$ cat src/rtl/ao21_mon_pkg.sv
// Shared types and readout word map for the AO21 activity monitor.
package ao21_mon_pkg;

    typedef enum logic [1:0] {
        ST_IDLE  = 2'd0,
        ST_ARM   = 2'd1,
        ST_COUNT = 2'd2,
        ST_DRAIN = 2'd3
    } state_e;

    localparam int NUM_WORDS = 9;

    localparam logic [3:0] WORD_IN1_RISE = 4'd0;
    localparam logic [3:0] WORD_IN1_FALL = 4'd1;
    localparam logic [3:0] WORD_IN2_RISE = 4'd2;
    localparam logic [3:0] WORD_IN2_FALL = 4'd3;
    localparam logic [3:0] WORD_IN3_RISE = 4'd4;
    localparam logic [3:0] WORD_IN3_FALL = 4'd5;
    localparam logic [3:0] WORD_Q_RISE   = 4'd6;
    localparam logic [3:0] WORD_Q_FALL   = 4'd7;
    localparam logic [3:0] WORD_MISMATCH = 4'd8;
    localparam logic [3:0] LAST_WORD     = 4'(NUM_WORDS - 1);

endpackage

$ cat src/rtl/ao21_edge_counter.sv
// One observed pin: previous-cycle baseline plus saturating rise and fall counters.
module ao21_edge_counter #(
    parameter int CNT_W = 16
) (
    input  logic             clk,
    input  logic             rst_n,
    input  logic             clear,
    input  logic             load_base,
    input  logic             enable,
    input  logic             pin,
    output logic [CNT_W-1:0] rise_cnt,
    output logic [CNT_W-1:0] fall_cnt
);

    logic             base_q, base_d;
    logic [CNT_W-1:0] rise_q, rise_d;
    logic [CNT_W-1:0] fall_q, fall_d;

    always_comb begin
        // NOTE: every next-state value defaults to hold first, so no path leaves one unassigned (no latch).
        base_d = base_q;
        rise_d = rise_q;
        fall_d = fall_q;
        if (clear) begin
            base_d = 1'b0;
            rise_d = '0;
            fall_d = '0;
        end else if (load_base) begin
            base_d = pin;
        end else if (enable) begin
            base_d = pin;
            if (!base_q && pin && (rise_q != '1)) rise_d = rise_q + 1'b1;
            if (base_q && !pin && (fall_q != '1)) fall_d = fall_q + 1'b1;
        end
    end

    // NOTE: state registers use non-blocking assignments so all flops update together at the edge.
    always_ff @(posedge clk or negedge rst_n) begin
        if (!rst_n) begin
            base_q <= 1'b0;
            rise_q <= '0;
            fall_q <= '0;
        end else begin
            base_q <= base_d;
            rise_q <= rise_d;
            fall_q <= fall_d;
        end
    end

    assign rise_cnt = rise_q;
    assign fall_cnt = fall_q;

endmodule

$ cat src/rtl/ao21_activity_monitor.sv
// Counts pin transitions and AO21 logic mismatches over a window, then drains nine words.
module ao21_activity_monitor
    import ao21_mon_pkg::*;
#(
    parameter int CNT_W = 16,
    parameter int WIN_W = 16
) (
    input  logic             CLK,
    input  logic             RSTB,
    input  logic             START,
    input  logic [WIN_W-1:0] WINDOW,
    input  logic             IN1,
    input  logic             IN2,
    input  logic             IN3,
    input  logic             Q,
    output logic             BUSY,
    output logic             RD_VALID,
    input  logic             RD_READY,
    output logic [3:0]       RD_IDX,
    output logic [CNT_W-1:0] RD_DATA,
    output logic             DONE
);

    state_e           state_q, state_d;
    logic [WIN_W-1:0] win_q, win_d;
    logic [CNT_W-1:0] mis_q, mis_d;
    logic [3:0]       idx_q, idx_d;
    logic             done_q, done_d;

    logic             start_ok;
    logic             mismatch;
    logic [3:0]       pins;
    logic [CNT_W-1:0] rise_cnt [4];
    logic [CNT_W-1:0] fall_cnt [4];

    assign start_ok = (state_q == ST_IDLE) && START && (WINDOW != '0);
    assign mismatch = Q != (IN3 | (IN1 & IN2));
    assign pins     = {Q, IN3, IN2, IN1};

    for (genvar p = 0; p < 4; p++) begin : g_pin
        ao21_edge_counter #(.CNT_W(CNT_W)) u_edge (
            .clk      (CLK),
            .rst_n    (RSTB),
            .clear    (start_ok),
            .load_base(state_q == ST_ARM),
            .enable   (state_q == ST_COUNT),
            .pin      (pins[p]),
            .rise_cnt (rise_cnt[p]),
            .fall_cnt (fall_cnt[p])
        );
    end

    always_comb begin
        state_d = state_q;
        win_d   = win_q;
        mis_d   = mis_q;
        idx_d   = idx_q;
        done_d  = 1'b0;
        case (state_q)
            ST_IDLE: begin
                if (start_ok) begin
                    state_d = ST_ARM;
                    win_d   = WINDOW;
                    mis_d   = '0;
                end
            end
            ST_ARM: state_d = ST_COUNT;
            ST_COUNT: begin
                win_d = win_q - 1'b1;
                if (mismatch && (mis_q != '1)) mis_d = mis_q + 1'b1;
                // The sample taken in the final window cycle is counted before leaving.
                if (win_q == WIN_W'(1)) begin
                    state_d = ST_DRAIN;
                    idx_d   = '0;
                end
            end
            ST_DRAIN: begin
                if (RD_READY) begin
                    if (idx_q == LAST_WORD) begin
                        state_d = ST_IDLE;
                        idx_d   = '0;
                        done_d  = 1'b1;
                    end else begin
                        idx_d = idx_q + 1'b1;
                    end
                end
            end
            default: state_d = ST_IDLE;
        endcase
    end

    always_ff @(posedge CLK or negedge RSTB) begin
        if (!RSTB) begin
            state_q <= ST_IDLE;
            win_q   <= '0;
            mis_q   <= '0;
            idx_q   <= '0;
            done_q  <= 1'b0;
        end else begin
            state_q <= state_d;
            win_q   <= win_d;
            mis_q   <= mis_d;
            idx_q   <= idx_d;
            done_q  <= done_d;
        end
    end

    always_comb begin
        RD_DATA = '0;
        if (state_q == ST_DRAIN) begin
            case (idx_q)
                WORD_IN1_RISE: RD_DATA = rise_cnt[0];
                WORD_IN1_FALL: RD_DATA = fall_cnt[0];
                WORD_IN2_RISE: RD_DATA = rise_cnt[1];
                WORD_IN2_FALL: RD_DATA = fall_cnt[1];
                WORD_IN3_RISE: RD_DATA = rise_cnt[2];
                WORD_IN3_FALL: RD_DATA = fall_cnt[2];
                WORD_Q_RISE:   RD_DATA = rise_cnt[3];
                WORD_Q_FALL:   RD_DATA = fall_cnt[3];
                WORD_MISMATCH: RD_DATA = mis_q;
                default:       RD_DATA = '0;
            endcase
        end
    end

    assign BUSY     = state_q != ST_IDLE;
    assign RD_VALID = state_q == ST_DRAIN;
    assign RD_IDX   = idx_q;
    assign DONE     = done_q;

endmodule

$ cat config.mk
export PLATFORM = sky130hd
export DESIGN_NAME = ao21_activity_monitor
export DESIGN_NICKNAME = d
export VERILOG_FILES = /design/src/rtl/ao21_mon_pkg.sv /design/src/rtl/ao21_edge_counter.sv /design/src/rtl/ao21_activity_monitor.sv
export SDC_FILE = /design/constraint.sdc
export NUM_CORES = 1
export LEC_CHECK = 0
export ABC_CLOCK_PERIOD_IN_PS = 2600
export CAP_MARGIN = 10
export CORE_AREA = 2 2 121 152
export CTS_CLUSTER_SIZE = 12
export DETAILED_ROUTE_END_ITERATION = 10
export DIE_AREA = 0 0 123 154
export GPL_ROUTABILITY_DRIVEN = 0
export PLACE_DENSITY = 0.78
export SYNTH_ARGS = -nofsm -noshare
export SYNTH_HDL_FRONTEND = slang
export SYNTH_SLANG_ARGS = --single-unit
$ cat constraint.sdc
create_clock -name CLK -period 2.6 [get_ports CLK]
set_input_delay 0.52 -clock CLK [delete_from_list [all_inputs] [get_ports CLK]]
set_output_delay 0.52 -clock CLK [all_outputs]
set_load 0.01 [all_outputs]
==> impl_metrics.env, run 1 <==
export IMPL_status="finished, violations left"
export IMPL_violations="setup timing"
export IMPL_grt_pass1_vias=9152
export IMPL_antenna_found_initial=0
export IMPL_start_util=0.592
export IMPL_peakVddDrop_mv=0.437
export IMPL_clk_latency_ns=0.44
export IMPL_first_pass_iters=6
export IMPL_setup_slack_ns=-0.182
export IMPL_finalSetupViolCount=16
export IMPL_synth_seq_cells=171
export IMPL_path_cells="inv_2, ha_2, buf_4, and3b_2, a222oi_1, a31oi_1, buf_2"
export IMPL_fin_worst_skew_ns=0.0107
export IMPL_max_slew_margin=0.530
export IMPL_syn_cell_area_sq_mm=0.0103
export IMPL_slew_violations=0
export IMPL_antenna_cells=0
export IMPL_num_vias=9523
export IMPL_cp_required_ns=2.08
export IMPL_routed_wirelength_um=29300
export IMPL_portBuffers=46
export IMPL_pre_cts_ws_ns=-0.169
export IMPL_maxCapViolations=0
export IMPL_critPathKind="reg2out"
export IMPL_cts_tree="built"
export IMPL_total_power_mw=9.42
export IMPL_power_density_mw_per_mm2=754
export IMPL_die_w_um=123
export IMPL_core_area_sq_mm=0.0174
export IMPL_min_period_over_period=1.07
export IMPL_hold_class="reg2reg"
export IMPL_cts_buffers=17
export IMPL_leakage_nw=5.32
export IMPL_detail_route_wl_per_cell_um=19.5
export IMPL_drive_gt1_frac=0.170
export IMPL_drcViolationCount=0
export IMPL_synth_seq_area_share=0.414
export IMPL_synth_flop_cell="dfrtp_1"
export IMPL_slowest_delay_ns=0.42
export IMPL_critPathLaunchType="register"
export IMPL_rsz0062_at_grt="yes"
export IMPL_syn_nets=1197
export IMPL_r2r_cells=9
export IMPL_r2r_slack_ns=0.29
export IMPL_min_period_ns=2.78
export IMPL_hold_viol=0
export IMPL_final_antenna_net_count=0
export IMPL_r2r_start="state_q[1]$_DFFE_PN0P_"
export IMPL_grt_max_degree=68
export IMPL_synth_edf_count=0
export IMPL_h_tree_depth=4
export IMPL_worstMarginPinSlew_ns=0.700
export IMPL_setup_tns_ns=-1.62
export IMPL_dpl_hpwl_um=20500
export IMPL_syn_instance_count=1153
export IMPL_grt_overflow_total=0
export IMPL_crit_path_max_fanout=9
export IMPL_dp_cells=1456
export IMPL_syn_avg_cell_area_sq_um=8.95
export IMPL_clk_transition_reported_paths_ns=0.07
export IMPL_holdPathStages=2
export IMPL_yosysWarnings=0
export IMPL_crit_start="RD_IDX[1]$_DFFE_PN0P_"
export IMPL_clockRootBuffer="clkbuf_16"
export IMPL_holdPathEnd="g_pin[0].u_edge.rise_cnt[1]$_DFFE_PN0P_"
export IMPL_ios=47
export IMPL_critPathBufInv=3
export IMPL_nNetsFinal=1305
export IMPL_rr_endpoint="g_pin[0].u_edge.rise_cnt[12]$_DFFE_PN0P_"
export IMPL_synth_cell_types=68
export IMPL_end_kind="output port"
export IMPL_clockBufferDepth=2
export IMPL_area_growth_pct=21.0
export IMPL_crit_family="compound AO/OA/AOI/OAI gates"
export IMPL_instances_no_fill=1497
export IMPL_dr_first_iter_drc_count=1255
export IMPL_fin_hold_ws_ns=0.521
export IMPL_crit_slowest_cell="dfrtp_2"
export IMPL_row_count=54
export IMPL_hold_start="g_pin[0].u_edge.rise_cnt[1]$_DFFE_PN0P_"
export IMPL_die_area_sq_mm=0.0189
export IMPL_vias_per_cell=6.36
export IMPL_synthArstFlopShare=1.00
export IMPL_die_y_um=154
export IMPL_grt_pass1_wl_um=46800
export IMPL_crit_arrival_ns=2.26
export IMPL_track_usage=0.317
export IMPL_max_freq_ghz=0.360
export IMPL_clock_sinks=171
-- metal layers --
layer  wire length [um]  track usage  part of all wire  vias up
li1                   -            -                 -     4357
met1              12000        0.418              0.41     4653
met2              14100        0.510              0.48      416
met3               1810       0.0478             0.062       97
met4               1330        0.153             0.045        0
met5                  0            0                 0        -
-- cells in the final DEF (no fill, tap or decap), types with 12 or more instances in the layout --
cell type        netlist  routed
buf_2                 17      16
xnor2_1               20      20
a221oi_2               0      12
and4_1                14      14
mux2i_1               37      36
o21ai_0               49      48
nor2_1               193     191
xor2_1                95      95
nand4_1               47      47
and3_1                25      25
buf_4                  1      87
ha_1                  20      17
nand3_1               59      59
inv_1                 18      16
nor3_1                21      20
nand2_1              106     106
dfrtp_1              171     168
clkdlybuf4s50_1        0      29
a21oi_1               28      27
nand3b_1              22      22
clkbuf_16              0      17
a22oi_1               16      16
-- report_power, final --
part / total, mW / internal, mW / switching, mW / leakage, nW
Combinational: 3.51 / 1.46 / 2.05 / 2.73
Clock: 2.48 / 1.37 / 1.11 / 0.261
Sequential: 3.43 / 3.00 / 0.432 / 2.33
Total: 9.42 / 5.83 / 3.59 / 5.32
-- timing repair --
action                     CTS  global route
hold buffers                 1             0
resized for setup           97            25
setup endpoints to repair   16            16
pin swaps                   10             5
hold endpoints to repair     1             0
setup buffers                6             5
cloned                       1             0
-- logic make-up (layout without fill, tap and decap cells) --
logic type      after synthesis  after routing  synth area share
simple gates                536            536             0.256
compound gates              192            192             0.134
flops                       171            171             0.414
xor+xnor                    115            115            0.0976
buf+inv                      78            198            0.0330
mux                          41             41            0.0402
fa+ha+maj                    20             20            0.0242
-- metrics by stage --
| step | util | area, sq um |
|---|---|---|
| 2_1_floorplan | - | 10300 |
| 3_3_place_gp | 0.667 | 11600 |
| 3_5_place_dp | 0.667 | 11600 |
| 4_1_cts | 0.708 | 12300 |
| 5_1_grt | 0.717 | 12500 |
| 6_report | 0.717 | 12500 |
-- worst min-delay path, cell delays in order (launching register included) --
cell,delay (ns)
dfrtp_1,0.38
nand2_1,0.06
nand2_1,0.05
-- sequential cells by signal, indices dropped and copies added (netlist names) --
| signal | cells |
|---|---|
| RD_IDX | 4 |
| win_q | 16 |
| g_pin.u_edge.fall_cnt | 64 |
| mis_q | 16 |
| g_pin.u_edge.rise_cnt | 64 |
| state_q | 2 |
| DONE | 1 |
| g_pin.u_edge.base_q | 4 |
-- Yosys cell counts, drive strengths merged (3+ instances only) --
master	instances	area (sq um)
nand4	48	315
a211oi	5	50.1
o31ai	7	52.6
a22oi	16	120
nand2	106	398
and3	26	168
xor2	95	832
o21ai	50	254
a31o	4	43.8
clkbuf	32	120
o211ai	7	52.6
or4	4	33.8
nand4b	3	26.3
nor3b	4	30.0
buf	28	153
and4	15	134
a31oi	20	144
o22ai	6	37.5
ha	20	250
o2111ai	3	26.3
nand2b	4	25.0
a32o	6	60.1
and3b	3	26.3
nor2b	3	18.8
and2	5	31.3
nand3	59	295
or3	6	37.5
nor2	194	731
nand3b	22	165
a21oi	30	158
xnor2	20	175
a22o	4	35.0
nor3	21	105
mux2	4	45.0
mux2i	37	370
nor4	11	87.6
inv	18	67.6
a2111oi	3	70.1
a221oi	17	149
dfrtp	171	4280
-- cell type report --
type                       instances  area (sq um)
clock buffer                      19           453
clock inverter                    12           115
sequential                       171          4280
inverter                          18          67.6
tap                              224           280
fill                            1276          4940
multi-input combinational        904          5990
timing repair buffer             149          1310
-- how the worst max path moves through the flow --
stage / slack, ns / cells after the start / endpoint
after global placement: -0.10 / 8 / RD_DATA[15]
after floorplan: 0.23 / 9 / RD_DATA[14]
after global routing: -0.29 / 9 / RD_DATA[14]
final: -0.18 / 7 / RD_DATA[12]
after detailed placement: -0.17 / 8 / RD_DATA[15]
after CTS: -0.23 / 9 / RD_DATA[14]
Power figures use the tool's default switching activity.
==> inputs of run 2 (changes only) <==
Settings changed: CELL_PAD_IN_SITES_DETAIL_PLACEMENT set to 1, CELL_PAD_IN_SITES_GLOBAL_PLACEMENT set to 1, CORE_AREA 2 2 121 152 to 10 10 141 176, CTS_BUF_LIST set to sky130_fd_sc_hd__clkbuf_4, DIE_AREA 0 0 123 154 to 0 0 151 186, PLACE_DENSITY 0.78 to 0.82.
==> run 2 against run 1 <==
Compared with the run above:
- register-to-register slack lost 0.36 ns
- sequential share of layout area fell by 1.3 points
- the flow still finishes with violations (setup timing)
- final cell count is 6.4% higher
- core utilization decreased by 11 points
- first-iteration DRC count down 40%
==> impl_metrics.env, run 2 (synthesis results as in run 1) <==
export IMPL_status="finished, violations left"
export IMPL_violations="setup timing"
export IMPL_hold_viol=0
export IMPL_area_growth_pct=25.9
export IMPL_nNetsFinal=1344
export IMPL_p_switching_mw=4.05
export IMPL_finalSetupViolCount=17
export IMPL_final_antenna_net_count=0
export IMPL_p_int_mw=5.26
export IMPL_routed_wirelength_um=39400
export IMPL_dpl_instance_area_sq_mm=0.0119
export IMPL_clockRootBuffer="clkbuf_4"
export IMPL_leakage_nw=5.43
export IMPL_nFillCells=2434
export IMPL_vias_per_cell=6.34
export IMPL_end_kind="output port"
export IMPL_cts_tree="built"
export IMPL_p_clk_frac=0.179
export IMPL_clock_sinks=171
export IMPL_crit_cells=7
export IMPL_critPathBufInv=3
export IMPL_first_pass_iters=5
export IMPL_h_tree_depth=4
export IMPL_peakVddDrop_mv=0.489
export IMPL_die_w_um=151
export IMPL_crit_family="buffers and inverters"
export IMPL_dr_first_iter_drc_count=756
export IMPL_fin_worst_skew_ns=0.0307
export IMPL_fin_util=0.610
export IMPL_critPathLaunchType="register"
export IMPL_slowest_delay_ns=0.47
export IMPL_cp_required_ns=2.08
export IMPL_dpl_hpwl_um=24500
export IMPL_layout_commonest_cell="nor2_1"
export IMPL_slew_violations=0
export IMPL_total_power_mw=9.31
export IMPL_swShare=0.435
export IMPL_clockBufferDepth=2
export IMPL_comb_power_share=0.450
export IMPL_clk_transition_reported_paths_ns=0.18
export IMPL_grt_max_degree=48
export IMPL_pwr_share_seq=0.372
export IMPL_antenna_found_initial=1
export IMPL_drcViolationCount=0
export IMPL_detail_route_wl_per_cell_um=24.7
export IMPL_crit_arrival_ns=2.80
export IMPL_min_period_ns=3.32
export IMPL_hold_class="in2async"
export IMPL_grt_overflow_total=0
export IMPL_max_slew_margin=0.547
export IMPL_die_area_sq_mm=0.0281
export IMPL_ios=47
export IMPL_num_vias=10100
export IMPL_multi_input_area_sq_mm=0.00626
export IMPL_start_util=0.484
export IMPL_portBuffers=46
export IMPL_maxCapViolations=0
export IMPL_path_cells="buf_4, mux2i_1, buf_4, nor2_1, a221oi_1, a31oi_1, buf_2"
export IMPL_setup_tns_ns=-7.84
export IMPL_finalInstanceArea_sq_mm=0.0130
export IMPL_die_y_um=186
export IMPL_track_usage=0.267
export IMPL_critPathKind="reg2out"
export IMPL_rsz0062_at_grt="yes"
export IMPL_crit_slowest_cell="dfrtp_2"
export IMPL_setup_slack_ns=-0.718
export IMPL_grt_pass1_vias=10600
export IMPL_clk_latency_ns=0.62
export IMPL_crit_path_max_fanout=14
export IMPL_core_area_sq_mm=0.0213
export IMPL_grt_pass1_wl_um=59300
export IMPL_worstMarginPinSlew_ns=0.680
export IMPL_ff_latch_area_sq_mm=0.00428
export IMPL_power_density_mw_per_mm2=716
export IMPL_r2r_cells=9
export IMPL_row_count=60
export IMPL_drive_gt1_frac=0.209
export IMPL_cts_buffers=17
export IMPL_min_period_over_period=1.28
export IMPL_max_freq_ghz=0.301
export IMPL_final_cell_mix="188 x nor2_1, 169 x dfrtp_1, 109 x buf_4"
export IMPL_path_common_cell="buf_4"
run 2: changes by cell type in the layout (fill, tap and decap cells not counted), sizes merged:
| cell | delta |
|---|---|
| diode | +1 |
| clkinvlp | -3 |
| clkbuf | -1 |
| a31oi | +1 |
| inv | +5 |
| buf | +37 |
| clkdlybuf4s50 | -2 |
| dlygate4sd2 | +2 |
| clkinv | +1 |
run 2: worst paths after layout:
check	startpoint	to	slack (ns)
worst max register to register	state_q[0]$_DFFE_PN0P_	g_pin[3].u_edge.fall_cnt[14]$_DFFE_PN0P_	-0.07
min in group CLK	WINDOW[14]	win_q[14]$_DFFE_PN0P_	0.54
worst max-delay path	RD_IDX[2]$_DFFE_PN0P_	RD_DATA[2]	-0.72
worst min register to register	g_pin[0].u_edge.rise_cnt[1]$_DFFE_PN0P_	g_pin[0].u_edge.rise_cnt[1]$_DFFE_PN0P_	0.56
worst min-delay path	RSTB	win_q[1]$_DFFE_PN0P_	0.37
max in group asynchronous	RSTB	g_pin[2].u_edge.fall_cnt[8]$_DFFE_PN0P_	1.49
run 2: layout make-up:
cell class / count / share of cell area
antenna: 1 / 0.000192
clock buffer: 17 / 0.00982
clock inverter: 15 / 0.0119
inverter: 18 / 0.00520
multi-input combinational: 905 / 0.482
sequential: 171 / 0.329
tap: 279 / 0.0269
timing repair buffer: 187 / 0.135
run 2: power by group through the flow:
stage | Combinational, mW | Sequential (mW) | Clock, mW
2_1_floorplan | 2.03 | 3.35 | 0
3_3_place_gp | 3.30 | 3.44 | 0
3_5_place_dp | 3.44 | 3.46 | 0
4_1_cts | 3.83 | 3.43 | 1.65
5_1_grt | 4.47 | 3.51 | 1.79
6_report | 4.19 | 3.46 | 1.66
run 2: stage by stage:
step | setup slack [ns] | std cells | hold WS (ns)
after CTS | -0.418 | 1579 | 0.360
after global routing | -0.774 | 1593 | 0.378
after detailed placement | -0.317 | 1532 | 0.482
after global placement | -0.274 | 1532 | 0.481
final | -0.718 | 1593 | 0.369
after floorplan | 0.233 | 1153 | 0.224
run 2: per-layer routing:
layer  GRT usage  wire length [um]  up-vias
met5           0                 0        -
met1       0.326             15600     5151
met3      0.0445              2080      143
met4       0.117              2130        0
met2       0.454             19500      375
li1            -                 -     4437
run 2: repair_timing:
action,in CTS,in global routing
endpoints found under the hold margin,37,0
hold buffers,1,0
resized for setup,157,23
endpoints found under the setup margin,18,35
gates cloned,2,2
setup buffers,14,12
pin swaps,17,16
==> variant: new RTL, settings of run 2 <==
Re-encode `state_e` (4 states) as one-hot, 4 bits wide.
--- a/src/rtl/ao21_mon_pkg.sv
+++ b/src/rtl/ao21_mon_pkg.sv
@@ -1,11 +1,11 @@
 // Shared types and readout word map for the AO21 activity monitor.
 package ao21_mon_pkg;
 
-    typedef enum logic [1:0] {
-        ST_IDLE  = 2'd0,
-        ST_ARM   = 2'd1,
-        ST_COUNT = 2'd2,
-        ST_DRAIN = 2'd3
+    typedef enum logic [3:0] {
+        ST_IDLE  = 4'b0001,
+        ST_ARM   = 4'b0010,
+        ST_COUNT = 4'b0100,
+        ST_DRAIN = 4'b1000
     } state_e;
 
     localparam int NUM_WORDS = 9;
Function: same outputs for any inputs over 4 cycles, from zero or initial values and one cycle with RSTB low; so few cycles prove little.
==> variant against run 2 <==
The run still ends with negative setup slack left; cell area decreased by 4.7%; setup slack improved by 0.16 ns; final cell count decreased by 3.2%; wire length decreased by 3.1%; synthesized cell count decreased by 2.3%; sequential share of layout area increased by 2.0 points; worst hold slack improved by 0.069 ns; sequential cell count increased by 2; area after synthesis decreased by 1.3%; global-route usage increased by 0.097 points; critical endpoint is now RD_DATA[12].
Power is not compared: it rests on default switching activity, and its combinational part moved more than twofold at a synthesized area within 25%.
==> variant: results (changes against run 2) <==
| Metric | Value |
|---|---|
| Post-DP HPWL | `26.39 mm (was 24.54 mm)` |
| Clock power share | `0.280` |
| Detailed Routing Iterations Pass 1 | `7 (was 5)` |
| Switching pwr | `2.165 mW` |
| CTS Buf Count | `17 (unchanged)` |
| Hold Crit Class | `primary input to asynchronous set/reset pin (unchanged)` |
| Clk_skew | `0.03280 ns (was 0.03073 ns)` |
| Reg power frac | `0.489` |
| Clk buf depth | `2 (unchanged)` |
| First DRT Iteration DRCs | `845 (was 756)` |
| Max IR drop VDD | `0.0003803 V` |
| Maximum fanout along the worst path | `6 (was 14)` |
| Final-stage net count | `1290 (was 1344)` |
| Max_cap viols | `0 (unchanged)` |
| Setup TNS Final | `-7.747 ns (was -7.842 ns)` |
| Status | `finished with violations (unchanged)` |
| Arrival @ worst endpoint | `2.64 ns (was 2.80 ns)` |
| Failing checks | `negative setup slack (unchanged)` |
| Synth Area per Inst | `9.039 um2 (was 8.955 um2)` |
| Vias in the first global route | `10690 (was 10640)` |
| Reg2reg setup slack | `-0.01 ns (was -0.07 ns)` |
| Syn Nets | `1166 (was 1197)` |
| Post-route ant nets | `0 (unchanged)` |
| Worst skew pair latency | `0.63 ns` |
| Synth cell types | `69 (was 68)` |
| Leak Pwr | `4.894 nW` |
| R2r endpoint | `g_pin[2].u_edge.fall_cnt[6]$_DFFE_PN0P_ (was g_pin[3].u_edge.fall_cnt[14]$_DFFE_PN0P_)` |
| Post-Place Cell Area | `11570 um2 (was 11890 um2)` |
| First-pass GRT wire length | `59.32 mm (was 59.28 mm)` |
| Fill cells | `2414 (was 2434)` |
| Final setup fails | `17 (unchanged)` |
| Top FF cell, synth | `dfrtp_1 (unchanged)` |
| Total number of vias | `10190 (was 10110)` |
| Setup CP Type | `flop to output port (unchanged)` |
| Worst-path clk slew | `0.17 ns` |
| Routed WL per cell | `24.74 um (was 24.71 um)` |
| Asr flop ratio synth | `1.000 (unchanged)` |
| Worst R2R Path Depth | `7 (was 9)` |
| R2R Path Start | `state_q[3]$_DFFE_PN0P_ (was state_q[0]$_DFFE_PN0P_)` |
| Via/cell ratio | `6.611 (was 6.344)` |
| Share of cells above drive strength 1 | `0.1894 (was 0.2087)` |
| Initial antenna violation count | `1 (unchanged)` |
| Htree depth | `4 (unchanged)` |
| Synth cell count leaders | `dfrtp_1, nor2_1, nand2_1, xnor2_1, nand3_1 (was nor2_1, dfrtp_1, nand2_1, xor2_1, nand3_1)` |
| Largest net degree at the start of global routing | `57 (was 48)` |
| Top cells by area, synth | `dfrtp_1, xnor2_1, nor2_1 (was dfrtp_1, xor2_1, nor2_1)` |
| Overall Global Routing Usage | `0.2684 (was 0.2674)` |
| Worst Tran Pin Value | `0.6748 ns (was 0.6798 ns)` |
| Seq cells post-synth | `173 (was 171)` |
| IO buf count | `46 (unchanged)` |
| Post-synthesis sequential area ratio | `0.4251 (was 0.4144)` |
| Warnings, synthesis | `0 (unchanged)` |
| Fin worst setup slack | `-0.5628 ns (was -0.7181 ns)` |
| Root buffer cell | `clkbuf_4 (unchanged)` |
-- variant: changes by cell type in the layout (fill, tap and decap cells not counted), sizes merged, moves of 23 or more --
cell,run 2,this run
nor2,194,138
nand2,106,81
xnor2,20,80
buf,156,130
xor2,95,16
o21ai,50,27
nor3,21,44
-- variant: what timing repair did --
action	CTS	global route
gates resized for setup	129	26
endpoints found under the setup margin	67	57
buffers inserted	10	9
pin swaps	29	15
cloned	4	0
hold buffers	1	0
hold endpoints to repair	50	0
-- variant: area by class of cell --
type                       instances  area (um2)  share of cell area
clock buffer                      18       135.1             0.01090
inverter                          19       73.82            0.005956
timing repair buffer             160        1365              0.1101
multi-input combinational        880        5964              0.4812
tap                              279       349.1             0.02816
antenna                            1       2.502           0.0002019
clock inverter                    12       171.4             0.01383
sequential                       173        4333              0.3496
-- variant: stage by stage --
step / hold WS, ns / setup WS [ns] / power, mW
after detailed placement: 0.4990 / -0.3657 / 4.534
after global routing: 0.4557 / -0.6574 / 6.640
after CTS: 0.4669 / -0.4039 / 6.283
after global placement: 0.4938 / -0.2607 / 4.488
after floorplan: 0.2244 / 0.04949 / 3.893
final: 0.4377 / -0.5628 / 6.343
-- variant: cells by family after synthesis --
logic type | synth area share
compound gates | 0.1404
xor+xnor | 0.08253
fa+ha+maj | 0.01842
buf+inv | 0.02948
flops | 0.4251
mux | 0.01572
simple gates | 0.2884
-- variant: worst max path at each step --
stage | cells after the start | from | endpoint | slack (ns)
final | 8 | RD_IDX[1]$_DFFE_PN0P_ | RD_DATA[12] | -0.56
after global routing | 8 | RD_IDX[1]$_DFFE_PN0P_ | RD_DATA[12] | -0.66
after CTS | 8 | RD_IDX[1]$_DFFE_PN0P_ | RD_DATA[14] | -0.40
after detailed placement | 7 | RD_IDX[0]$_DFFE_PN0P_ | RD_DATA[6] | -0.37
after global placement | 7 | RD_IDX[0]$_DFFE_PN0P_ | RD_DATA[2] | -0.26
after floorplan | 7 | RD_IDX[0]$_DFFE_PN0P_ | RD_DATA[13] | 0.05
-- variant: layer usage --
| layer | wire, um | GRT usage |
|---|---|---|
| met1 | 14400 | 0.3020 |
| met2 | 18650 | 0.4523 |
| met3 | 2742 | 0.05978 |
| met4 | 2317 | 0.1639 |
| met5 | 32 | 0 |
-- variant: critical path: stages, from the launching register on --
cell      delay (ns)
dfrtp_1         0.47
inv_2           0.11
ha_4            0.20
and3b_2         0.28
buf_6           0.15
a222oi_1        0.34
and3_1          0.26
a21oi_2         0.07
buf_2           0.15
